**src/rtl/eoc_pkg.sv**
```systemverilog
// -----------------------------------------------------------------------------
// eoc_pkg
//   Shared definitions for the even_odd_checker slice.
//   - EOC_WIDTH / EOC_COUNT_W : default sample width and tally width.
//   - eoc_count_t             : default-width tally word; its $bits() supplies
//                               the COUNT_W parameter default.
//   - eoc_class_e             : registered classification, one-hot once a
//                               sample has been seen, all-zero before that.
//   - eoc_parity()            : XOR reduction of a sample (optional feature).
// -----------------------------------------------------------------------------
package eoc_pkg;

   localparam int unsigned EOC_WIDTH   = 8;
   localparam int unsigned EOC_COUNT_W = 16;

   typedef logic [EOC_COUNT_W-1:0] eoc_count_t;

   // Bit 1 drives 'even', bit 0 drives 'odd'.
   typedef enum logic [1:0] {
      CLS_NONE = 2'b00,
      CLS_ODD  = 2'b01,
      CLS_EVEN = 2'b10
   } eoc_class_e;

   // Only bit 0 of the sample decides the class.
   function automatic eoc_class_e eoc_classify(input logic lsb);
      return lsb ? CLS_ODD : CLS_EVEN;
   endfunction

   // 1 = odd number of ones in the 32-bit-extended word; zero extension
   // does not change the reduction.
   function automatic logic eoc_parity(input logic [31:0] word);
      return ^word;
   endfunction

endpackage : eoc_pkg

```
**src/rtl/eoc_sat_counter.sv**
```systemverilog
// -----------------------------------------------------------------------------
// eoc_sat_counter
//   Saturating up-counter with synchronous clear.
//   Ports:
//     clk    : rising-edge clock
//     rst_n  : asynchronous active-low reset (count -> 0)
//     clr    : synchronous clear; takes priority over a plain increment
//     inc    : increment request; with clr on the same edge the count loads 1
//     count  : current tally, sticks at all-ones (never wraps)
//   Parameters:
//     COUNT_W : counter width (minimum 2)
// -----------------------------------------------------------------------------
module eoc_sat_counter
   import eoc_pkg::*;
#(
   parameter int unsigned COUNT_W = $bits(eoc_count_t)
) (
   input  logic               clk,
   input  logic               rst_n,
   input  logic               clr,
   input  logic               inc,
   output logic [COUNT_W-1:0] count
);

   localparam logic [COUNT_W-1:0] ONE = {{(COUNT_W-1){1'b0}}, 1'b1};

   logic at_max;

   assign at_max = (count == '1);

   always_ff @(posedge clk or negedge rst_n) begin
      if (!rst_n) begin
         count <= '0;
      end else if (clr) begin
         // Clear first, then count the coincident sample.
         count <= inc ? ONE : '0;
      end else if (inc && !at_max) begin
         count <= count + ONE;
      end
   end

endmodule : eoc_sat_counter

```
**config.mk**
```make
export PLATFORM = sky130hd
export DESIGN_NAME = eoc_sat_counter
export DESIGN_NICKNAME = d
export VERILOG_FILES = /design/src/rtl/eoc_pkg.sv /design/src/rtl/eoc_sat_counter.sv
export SDC_FILE = /design/constraint.sdc
export NUM_CORES = 1
export LEC_CHECK = 0
export ABC_AREA = 1
export CAP_MARGIN = 20
export CORE_ASPECT_RATIO = 1.1
export CORE_MARGIN = 5
export CORE_UTILIZATION = 51
export CTS_CLUSTER_DIAMETER = 30
export CTS_CLUSTER_SIZE = 40
export DETAILED_ROUTE_END_ITERATION = 10
export PLACE_DENSITY = 0.86
export SETUP_SLACK_MARGIN = 0.05
export SKIP_CTS_REPAIR_TIMING = 1
export SLEW_MARGIN = 10
export SYNTH_ARGS = -nofsm -noshare
export SYNTH_HDL_FRONTEND = slang
export SYNTH_SLANG_ARGS = --single-unit
```
**constraint.sdc**
```tcl
create_clock -name clk -period 2.1 [get_ports clk]
set_clock_uncertainty 0.05 [all_clocks]
set_input_delay 0.525 -clock clk [delete_from_list [all_inputs] [get_ports clk]]
set_output_delay 0.525 -clock clk [all_outputs]
set_load 0.02 [all_outputs]
```
==> metrics.md, run 1 <==
| Metric | Value |
|---|---|
| Die area | `3080 um^2` |
| Vias after detailed routing | `1,032` |
| Top cell family by delay on the critical path | `buffers and inverters` |
| Clock sinks | `16` |
| Highest fanout seen on the critical path | `7` |
| Least-Margin Pin Slew | `255 ps` |
| Max Cap Viol | `0` |
| Area delta synth->final | `24.6%` |
| Initial antenna violation count | `0` |
| DR vias/cell | `5.13` |
| Num CTS Buffers | `3` |
| Setup crit end kind | `output port` |
| Reg2reg end | `count[0]` |
| ANT nets after route | `0` |
| ANT cells | `0` |
| Worst VDD drop | `0.000352 V` |
| Period utilisation layout | `0.941` |
| Synthesized instance count | `150` |
| Syn_nets | `155` |
| Total wire length | `2380 um` |
| Overflow after GRT | `0` |
| Slowest CP cell | `clkdlybuf4s50_1` |
| Register bit total from synthesis | `16` |
| First-pass iteration count of the detailed router | `4` |
| WL/cell | `11.9 um` |
| Die H | `57.7 um` |
| Final setup violation count | `0` |
| Worst setup path startpoint | `count[2]` |
| Reg with most FFs | `count` |
| Fin crit period | `1980 ps` |
| Clock Tree Buf Depth | `2` |
| Setup Crit Path Kind | `reg2out` |
| Die Width | `53.4 um` |
| Final Hold Fails | `0` |
| Relative slew slack | `0.829` |
| R2r setup slk | `400 ps` |
| Worst Hold Class | `in2async` |
| I/O pin total | `20` |
| CTS tree | `built` |
| Crit path cell chain | `clkdlybuf4s50_1` |
| GRT Resource Usage Total | `0.174` |
| EDFF count, synth | `0` |
| Routability Congestion | `0.924` |
| Cell Pwr Density | `452 nW/um^2` |
| Initial DRC Count | `27` |
| RSZ-0062 raised after global routing | `no` |
| Vias in the first global route | `938` |
| Setup TNS | `0 ps` |
| Commonest non-fill, non-tap cells in the layout | `57 x nand2_1, 19 x clkdlybuf4s50_1, 16 x nand3_1, 16 x dfrtp_1, 14 x nor2_1` |
| CP required | `1520 ps` |
| H-tree level count | `1` |
| Yosys warns | `0` |
| Dominant synthesized flop cell | `dfrtp_1` |
| P_leak | `0.599 nW` |
| Post-synthesis sequential area ratio | `0.379` |
| Synth async-reset ratio | `1.00` |
| Worst-skew pair later-pin latency | `290 ps` |
| Worst-path clk slew | `90 ps` |
| Post-synthesis instance area | `1060 um^2` |
| CTS root buf | `clkbuf_4` |
| Initial Util | `0.528` |
| Core ar. | `2000 um^2` |
| Syn Area/Cell | `7.04 um^2` |
| Crit Reg-Reg Startpoint | `count[0]` |
| Setup crit start kind | `flop` |
| Largest net degree at the start of global routing | `17` |
| DP Wirelength | `1800 um` |
| Finished Layout Cells | `201` |
| Fin. max-slew vios | `0` |
| Placed cell count | `197` |
| Port-buffer cells | `19` |
| Max reg flops | `16` |
| Max Clock Freq | `506 MHz` |
| Reg2Reg Depth | `9` |
| Crit-path max cell delay | `640 ps` |
| Rows | `17` |
| Top Registers | `count (16)` |
| Status | `finished clean` |
| Post-synth cell types | `21` |
| Critical path buffers and inverters | `1` |
| Fin nets | `179` |
| CP arrival | `1400 ps` |
| First-pass GRT wire length | `4040 um` |
| DRC | `0` |
| Layout cells sized above 1 | `0.104` |
| Most common cell after layout, fill and taps aside | `nand2_1` |
[synthesized netlist by cell type, drive strengths merged, types with 2 or more instances]
cell type   n  area share
o21ai       2       0.020
inv        13       0.051
nand3      16       0.076
buf         3       0.022
xor2        3       0.025
nand2      60        0.22
o21bai      2       0.014
a21oi       3       0.014
nor2       19       0.094
nand4      10       0.059
dfrtp      16        0.38
[layer usage]
layer	wire length, um	up-vias	track usage
met4	74	0	0.0985
met1	1080	453	0.231
met2	1090	38	0.261
met3	136	9	0.0308
li1	-	532	-
met5	0	-	0
[final cells by class]
type	count	area, um^2
multi-input cells	118	578
flip-flops and latches	16	400
well taps	28	35.0
fillers	180	683
repair buffers	22	213
inverters	13	53.8
clock buffers	4	36.3
[metrics by stage]
stage	utilization	hold WS [ps]	total power [mW]	setup WS (ps)	instance area (um^2)
after floorplan	-	179	0.365	421	1060
after global placement	0.640	486	0.395	280	1280
after detailed placement	0.640	495	0.396	234	1280
after CTS	0.658	493	0.597	115	1320
after global routing	0.658	512	0.617	64.5	1320
final	0.658	489	0.595	124	1320
[cells by family (layout without fill, tap and decap cells)]
group,after synthesis,after routing,share of synthesized area
and+or+nand+nor,106,106,0.455
DFF,16,16,0.379
buffers and inverters,16,39,0.0734
AOI/OAI and AO/OA,8,8,0.0557
xor gates and xnor gates,3,3,0.0249
adders and majority gates,1,1,0.0118
[report_power, final]
group | switching, mW | internal (mW)
combinational | 0.0403 | 0.0283
sequential | 0.00824 | 0.313
clock | 0.0989 | 0.106
[how the worst max path moves through the flow]
stage	end	slack [ps]	cells after the start
2_1_floorplan	count[0]	420	10
3_3_place_gp	count[3]	280	6
3_5_place_dp	count[7]	230	6
4_1_cts	count[7]	120	1
5_1_grt	count[2]	60	1
6_report	count[2]	120	1
Power figures use the tool's default switching activity.
==> inputs of run 2 (changes only) <==
Settings changed: CAP_MARGIN 20 to not set.
==> results of run 2 <==
The final DEF is identical to that of run 1; final timing and power are the same.
==> inputs of run 3 (changes only) <==
--- a/config.mk
+++ b/config.mk
@@ -7,5 +7,5 @@
 export LEC_CHECK = 0
 export ABC_AREA = 1
-export CORE_ASPECT_RATIO = 1.1
+export CORE_ASPECT_RATIO = 0.7
 export CORE_MARGIN = 5
 export CORE_UTILIZATION = 51
--- a/constraint.sdc
+++ b/constraint.sdc
@@ -3,3 +3,3 @@
 set_input_delay 0.525 -clock clk [delete_from_list [all_inputs] [get_ports clk]]
 set_output_delay 0.525 -clock clk [all_outputs]
-set_load 0.02 [all_outputs]
+set_load 0.05 [all_outputs]
==> metrics.md, run 3 (synthesis gave the netlist of run 1 again) <==
| Metric | Value |
|---|---|
| Clock sinks | `16 (unchanged)` |
| P_leak | `0.632 nW (+5.7%)` |
| Most common cell after layout, fill and taps aside | `nand2_1` |
| Top Registers | `count (16)` |
| Status | `finished clean` |
| Die H | `48.1 um (-17%)` |
| Rows | `13 (-4)` |
| Routability Congestion | `0.805 (-13%)` |
| Fin nets | `181 (+1.1%)` |
| Die Width | `64.4 um (+21%)` |
| Relative slew slack | `0.815 (-0.0147)` |
| Final Hold Fails | `0 (unchanged)` |
| CP arrival | `1880 ps (+480 ps)` |
| DRC | `0 (unchanged)` |
| Overflow after GRT | `0 (unchanged)` |
| RSZ-0062 raised after global routing | `no` |
| DP Wirelength | `1860 um (+3.0%)` |
| Switching power | `0.165 mW (+12%)` |
| Worst Hold Class | `in2async` |
| Setup crit end kind | `flop` |
| Reg2reg end | `count[0]` |
| Crit Reg-Reg Startpoint | `count[0]` |
| Initial Util | `0.550 (+0.0220)` |
| Least-Margin Pin Slew | `278 ps (+22.7 ps)` |
| Area delta synth->final | `20.3%` |
| Clock Tree Buf Depth | `2 (unchanged)` |
| First-pass GRT wire length | `4320 um (+6.8%)` |
| CTS tree | `built` |
| Largest net degree at the start of global routing | `17 (unchanged)` |
| Commonest non-fill, non-tap cells in the layout | `57 x nand2_1, 21 x buf_4, 16 x nand3_1, 16 x dfrtp_1, 14 x nor2_1` |
| Highest fanout seen on the critical path | `7 (unchanged)` |
| Core ar. | `1920 um^2 (-4.0%)` |
| Comb pwr share | `0.148 (+0.033)` |
| ANT cells | `0 (unchanged)` |
| Vias after detailed routing | `1,077 (+4.4%)` |
| Vias in the first global route | `901 (-3.9%)` |
| Setup Crit Path Kind | `reg2reg` |
| Period utilisation layout | `0.828 (-0.113)` |
| Switching Share | `0.287 (+0.0392)` |
| Layout cells sized above 1 | `0.201 (+0.0971)` |
| Cell Pwr Density | `452 nW/um^2 (about the same)` |
| Max reg flops | `16 (unchanged)` |
| GRT Resource Usage Total | `0.183 (+0.00965)` |
| DR vias/cell | `5.49 (+7.0%)` |
| Worst-skew pair later-pin latency | `290 ps (about the same)` |
| Total wire length | `2510 um (+5.2%)` |
| Int Power | `0.409 mW (-8.6%)` |
| CTS root buf | `clkbuf_4` |
| Final setup violation count | `0 (unchanged)` |
| Setup crit start kind | `flop` |
| I/O pin total | `20 (unchanged)` |
| Setup WS post-layout | `361 ps (+237 ps)` |
| Max Clock Freq | `575 MHz (+14%)` |
| ANT nets after route | `0 (unchanged)` |
| Worst VDD drop | `0.000296 V (-16%)` |
| Reg with most FFs | `count` |
| Reg2Reg Depth | `9 (unchanged)` |
| Pre-CTS setup slack | `347 ps (+113 ps)` |
| Initial DRC Count | `56 (+110%)` |
| Max Cap Viol | `0 (unchanged)` |
| Num CTS Buffers | `3 (unchanged)` |
| Port-buffer cells | `19 (unchanged)` |
| Fin crit period | `1740 ps (-237 ps)` |
| Sequential Power Share | `0.561 (+0.020)` |
| First-pass iteration count of the detailed router | `4 (unchanged)` |
| Die area | `3090 um^2 (+0.43%)` |
| R2r setup slk | `360 ps (-40 ps)` |
| Worst-path clk slew | `100 ps (about the same)` |
| H-tree level count | `1 (unchanged)` |
| Initial antenna violation count | `0 (unchanged)` |
| Setup TNS | `0 ps (unchanged)` |
| Clk network pwr share | `0.291 (-0.053)` |
| WL/cell | `12.8 um (+7.8%)` |
| Fin. max-slew vios | `0 (unchanged)` |
| CP required | `2240 ps (+720 ps)` |
==> run 3: cell count changes in the layout (fill, tap and decap cells not counted), sizes merged <==
cell,previous run,this run
buf,3,21
clkdlybuf4s50,19,3
clkbuf,4,3
==> run 3: worst max-delay path by stage <==
| stage | start | endpoint | depth (start not counted) | slack, ps |
|---|---|---|---|---|
| after detailed placement | inc | count[8] | 6 | 350 |
| after CTS | count[0] | count[0] | 9 | 370 |
| final | count[0] | count[0] | 9 | 360 |
| after global placement | inc | count[3] | 6 | 380 |
| after floorplan | count[1] | count[2] | 9 | 210 |
| after global routing | count[0] | count[0] | 9 | 200 |
==> run 3: metal layers <==
metal	routed length (um)	GRT usage	vias to the layer above
met4	36	0.0378	0
met2	1130	0.316	45
met3	213	0.0540	6
li1	-	-	535
met1	1130	0.236	491
met5	0	0	-
==> run 3: critical path: stages (launching register included) <==
cell and delay, ps:
dfrtp_1 440, ha_1 230, nand2_2 90, nor2_4 130
nand2_2 110, nor2_4 160, nor2_1 80, buf_4 160
a21boi_1 120, nand2_1 60
==> run 3: power by group through the flow <==
stage	registers (mW)	clock network [mW]	logic (mW)
finish	0.322	0.167	0.0849
global route	0.323	0.183	0.0914
CTS	0.321	0.170	0.0845
detailed placement	0.328	0	0.0843
global placement	0.327	0	0.0822
floorplan	0.346	0	0.0315
==> run 3: through the flow <==
| stage | utilization | cells | cell area (um^2) | hold slack (ps) | power [mW] |
|---|---|---|---|---|---|
| 2_1_floorplan | - | 150 | 1060 | 179 | 0.377 |
| 3_3_place_gp | 0.650 | 193 | 1250 | 482 | 0.409 |
| 3_5_place_dp | 0.650 | 193 | 1250 | 487 | 0.412 |
| 4_1_cts | 0.662 | 196 | 1270 | 509 | 0.576 |
| 5_1_grt | 0.662 | 196 | 1270 | 516 | 0.598 |
| 6_report | 0.662 | 196 | 1270 | 497 | 0.574 |
==> run 3: cell type report <==
type                            instances  area (um^2)
Sequential cell                        16          400
Timing Repair Buffer                   24          188
Fill cell                             166          649
Tap cell                               22         27.5
Multi-Input combinational cell        118          578
Clock buffer                            3         22.5
Inverter                               13         53.8
==> RTL change 1: new RTL, settings of run 2 <==
Change the package constant `EOC_COUNT_W` from 16 to 32.
--- a/src/rtl/eoc_pkg.sv
+++ b/src/rtl/eoc_pkg.sv
@@ -12,5 +12,5 @@
 
    localparam int unsigned EOC_WIDTH   = 8;
-   localparam int unsigned EOC_COUNT_W = 16;
+   localparam int unsigned EOC_COUNT_W = 32;
 
    typedef logic [EOC_COUNT_W-1:0] eoc_count_t;
Interface: changed (resized count); port bits go from 20 to 36. The function was not compared with the original's and may differ.
==> RTL change 1 against run 2 <==
Global-route usage grew 3.5 points. Sequential cell count grew 16. Total power grew 110%. Critical path depth is the same. Setup slack gained 0.0069 ns. Synthesized area grew 130%. Sequential share of layout area shrank 2.6 points. Wire length grew 130%. Cell area grew 120%. Cell count grew 110%. Sequential power grew 95%.
==> RTL change 1: results (changes against run 2) <==
- The flow ran to the end, and the final reports show no timing, DRC or antenna violations.
- The post-detailed-placement cell area is 2790 um^2 (+120%).
- The sequential area share after synthesis was 33.2% (-4.7 points).
- The weighted congestion at the end of routability-driven global placement came to 0.974 (+5.4%).
- The met2 track utilization from global routing is 35.8% (+9.7 points).
- The number of DRC markers in iteration 0 is 173 (+540%).
- The average wire per cell in the routed design is 13.2 um (+12%).
- The static leakage is 1.13 nW (+89%).
- The total clock buffers created by CTS is 5 (+2).
- The count of vias placed by the detailed router is 2240 (+120%).
- By count the netlist is led by 106 x sky130_fd_sc_hd__nand2_1, 40 x sky130_fd_sc_hd__nand3_1, 36 x sky130_fd_sc_hd__nor2_1.
- The share of final-layout standard cells stronger than drive strength 1 is 16.5% (+6.1 points).
- After synthesis, the cell types taking the most area are sky130_fd_sc_hd__dfrtp_1 33%, sky130_fd_sc_hd__nand2_1 16%, sky130_fd_sc_hd__o21ai_2 8.7%, sky130_fd_sc_hd__nand3_1 8.3%, sky130_fd_sc_hd__nor2_1 5.6%.
- The count of H-tree levels built during CTS is 2 (+1).
- The estimated wirelength of the detail-placed design came to 4250 um (+140%).
- The maximum net fanout on the critical path came to 6 (-1).
- The launch instance of the worst min-delay path is count[1].
- The startpoint identified for the worst register-to-register timing path is count[0].
- The number of flip-flops under the largest register name is 32 (+16).
- The clock tree root buffer cell is sky130_fd_sc_hd__clkbuf_8.
- The number of distinct standard cells referenced by the synthesized netlist is 28 (+33%).
- The largest registers in the layout are count x32.
- The setup slack of the worst register-to-register path was 0.23 ns (-0.17 ns).
- The global-route total usage across every layer is 20.8% (+3.5 points).
- The number of input and output port buffers inserted was 35 (+16).
- The wire length of the first global-routing pass is 10000 um (+150%).
- The largest individual stage delay along the critical path comes from the cell sky130_fd_sc_hd__clkdlybuf4s50_1.
- The number of nets in the synthesized netlist came to 328 (+110%).
- The pin count of the biggest net entering global routing was 33 (+16).
- The placement-stage worst setup slack was 0.206 ns (-0.0287 ns).
- The actual slew at the worst max-slew pin is 0.424 ns (+0.169 ns).
- The insertion delay to the later sink of the worst-skew pair is 0.29 ns (about the same).
- The met3 usage in global routing is 3.27% (+0.18 points).
- The maximum resistive drop on vdd is 0.290 mV (-18%).
RTL change 1: cell count changes after synthesis, sizes merged, moves of 14 or more:
cell	delta
nand2	+51
inv	+14
nand3	+35
nor2	+25
o21ai	+26
dfrtp	+16
RTL change 1: cell type report:
class | instances | area (um^2)
sequential | 32 | 801
clock buffer | 8 | 90.1
multi-input combinational | 255 | 1410
tap | 56 | 70.1
fill | 422 | 1740
timing repair buffer | 41 | 408
inverter | 28 | 105
RTL change 1: worst max path at each step:
stage / slack, ns / startpoint / to / cells after the start
global placement: 0.24 / inc / count[20] / 5
detailed placement: 0.21 / clr / count[29] / 5
floorplan: 0.30 / count[1] / count[24] / 9
global route: 0.07 / count[1] / count[30] / 10
CTS: 0.12 / count[23] / count[23] / 1
finish: 0.13 / count[14] / count[14] / 1
RTL change 1: logic make-up after synthesis:
logic type               after synthesis  share of synthesized area, %
AND/OR/NAND/NOR                      209                          42.4
buffers and inverters                 36                          8.50
AO/OA/AOI/OAI                         34                          11.4
flip-flops                            32                          33.2
XOR/XNOR                              11                          3.99
adder cells (fa/ha/maj)                1                         0.518
RTL change 1: metal layers:
| metal | up-vias | wire [um] |
|---|---|---|
| met2 | 69 | 2920 |
| met4 | 0 | 59 |
| met5 | - | 0 |
| met1 | 1050 | 2310 |
| li1 | 1117 | - |
| met3 | 4 | 284 |
RTL change 1: tightest hold or removal path, cell delays in order, from the launching register on:
cell and delay, ns:
sky130_fd_sc_hd__dfrtp_1 0.40, sky130_fd_sc_hd__nand3_1 0.09, sky130_fd_sc_hd__nand2_1 0.07
RTL change 1: through the flow:
| step | util, % | hold WS (ns) | total power [mW] | std cells |
|---|---|---|---|---|
| 2_1_floorplan | - | 0.179 | 0.713 | 323 |
| 3_3_place_gp | 60.4 | 0.511 | 0.748 | 412 |
| 3_5_place_dp | 60.4 | 0.532 | 0.751 | 412 |
| 4_1_cts | 62.4 | 0.546 | 1.25 | 420 |
| 5_1_grt | 62.4 | 0.570 | 1.29 | 420 |
| 6_report | 62.4 | 0.542 | 1.23 | 420 |
RTL change 1: report_power, final:
group / switching (mW) / leakage [nW] / internal [mW]
logic: 0.0727 / 0.641 / 0.0360
clock network: 0.225 / 0.0455 / 0.267
registers: 0.00702 / 0.444 / 0.622
==> RTL change 2: new RTL, config.mk and constraints of run 2 <==
Made on the original files. Reset style: synchronous (`rst_n`), changed in one clocked block. Comments in the files are not updated.
--- a/src/rtl/eoc_sat_counter.sv
+++ b/src/rtl/eoc_sat_counter.sv
@@ -29,5 +29,5 @@
    assign at_max = (count == '1);
 
-   always_ff @(posedge clk or negedge rst_n) begin
+   always_ff @(posedge clk) begin
       if (!rst_n) begin
          count <= '0;
Function: differs if rst_n is asserted again (counterexample within 4 cycles, from zero or initial values and one cycle with rst_n low); with rst_n held inactive, the same outputs for 10 cycles.
==> RTL change 2 against run 2 <==
Synthesized area fell by 4.5%. Sequential cell count is the same. Combinational power up 23%. Clock power is 4% higher. Critical path depth is the same. Setup slack worse by 0.012 ns. Worst hold slack got worse by 0.017 ns. Global-route usage increased by 3.3 points. Wire length is 17% higher. Cell area is 0.38% lower. Total power up 3.3%. Non-clock buffer count grew 5. Fmax down 0.59%. Core utilization rose by 5.4 points.
==> RTL change 2: results (changes against run 2) <==
- The share of final-layout standard cells stronger than drive strength 1 was 9.84% (-0.56 points).
- The weighted congestion at the end of routability-driven global placement came to 0.905 (-2.0%).
- The post-detailed-placement cell area was 1220 um^2 (-4.3%).
- The capture point of the worst path is count[0].
- The post-synthesis cell count is 164 (+9.3%).
- The estimated wirelength of the detail-placed design came to 1920 um (+6.2%).
- The number of distinct standard cells referenced by the synthesized netlist came to 19 (-9.5%).
- The number of nets in the synthesized netlist is 169 (+9.0%).
- The tightest slew margin relative to the limit is 65.2% (-18 points).
- Yosys attributes the largest share of cell area to sky130_fd_sc_hd__dfxtp_1 32%, sky130_fd_sc_hd__nand2_1 19%, sky130_fd_sc_hd__nor2_1 8.2%, sky130_fd_sc_hd__nand3_1 7.9%, sky130_fd_sc_hd__inv_1 7.8%.
- In this run the worst hold path is classified as reg2reg.
- Sorting the synthesized cells by how often they occur yields 50 x sky130_fd_sc_hd__nand2_1, 22 x sky130_fd_sc_hd__nor2_1, 21 x sky130_fd_sc_hd__inv_1.
- The pin count of the biggest net entering global routing is 14 (-3).
- The count of vias placed by the detailed router is 1194 (+16%).
- The async set-reset flop share out of synthesis is 0% (-100 points).
- The setup slack of the worst register-to-register path is 0.25 ns (-0.15 ns).
- The sequential area share after synthesis was 31.8% (-6.2 points).
- The maximum resistive drop on vdd came to 0.329 mV (-6.7%).
- The largest stage delay on the critical path is 0.66 ns (+0.02 ns).
- The number of DRC markers in iteration 0 is 60 (+120%).
- The ratio of routed vias to standard cells was 5.43 (+5.7%).
- The average wire per cell in the routed design was 12.7 um (+7.1%).
- The wire length of the first global-routing pass came to 4810 um (+19%).
- The static leakage is 0.496 nW (-17%).
- The run finished with clean final reports.
- The worst register-to-register path ends at count[5].
- The start point of the critical path is count[0].
- Among all flip-flop cells after synthesis, the most frequent one is sky130_fd_sc_hd__dfxtp_1.
[RTL change 2: cell count changes after synthesis, sizes merged, moves of 5 or more]
cell / delta
dfrtp: -16
o21ai: +11
a21oi: +8
nand4: -10
dfxtp: +16
nand2: -6
nor2: +5
inv: +8
[RTL change 2: cell families (layout without fill, tap and decap cells)]
logic type,count (synthesis),count (layout),share of synthesized area [%]
AO/OA/AOI/OAI,25,25,13.8
XOR/XNOR,1,1,0.869
adder cells (fa/ha/maj),1,1,1.24
buffers and inverters,24,53,10.4
flip-flops,16,16,31.8
AND/OR/NAND/NOR,97,97,41.9
[RTL change 2: power by group]
part / total (mW) / internal, mW / switching (mW)
combinational: 0.0841 / 0.0372 / 0.0469
clock: 0.213 / 0.106 / 0.107
sequential: 0.317 / 0.309 / 0.00813
total: 0.614 / 0.452 / 0.162
[RTL change 2: metrics by stage]
stage,setup slack [ns],utilization (%)
6_report,0.112,71.2
5_1_grt,0.0498,71.2
4_1_cts,0.0431,68.5
3_5_place_dp,0.109,66.5
3_3_place_gp,0.188,66.5
2_1_floorplan,0.374,-
[RTL change 2: routing by layer]
layer / vias to the layer above / part of all wire [%] / global-route usage [%] / wire (um)
li1: 575 / - / - / -
met1: 535 / 42 / 24.2 / 1170
met2: 68 / 47 / 34.9 / 1320
met3: 16 / 7.2 / 3.44 / 200
met4: 0 / 3.8 / 10.9 / 105
met5: - / 0 / 0 / 0
[RTL change 2: layout make-up]
| type | count | area, um^2 |
|---|---|---|
| well taps | 27 | 33.8 |
| flip-flops and latches | 16 | 320 |
| multi-input cells | 124 | 588 |
| inverters | 22 | 82.6 |
| repair buffers | 27 | 250 |
| clock buffers | 4 | 36.3 |
| fillers | 156 | 531 |
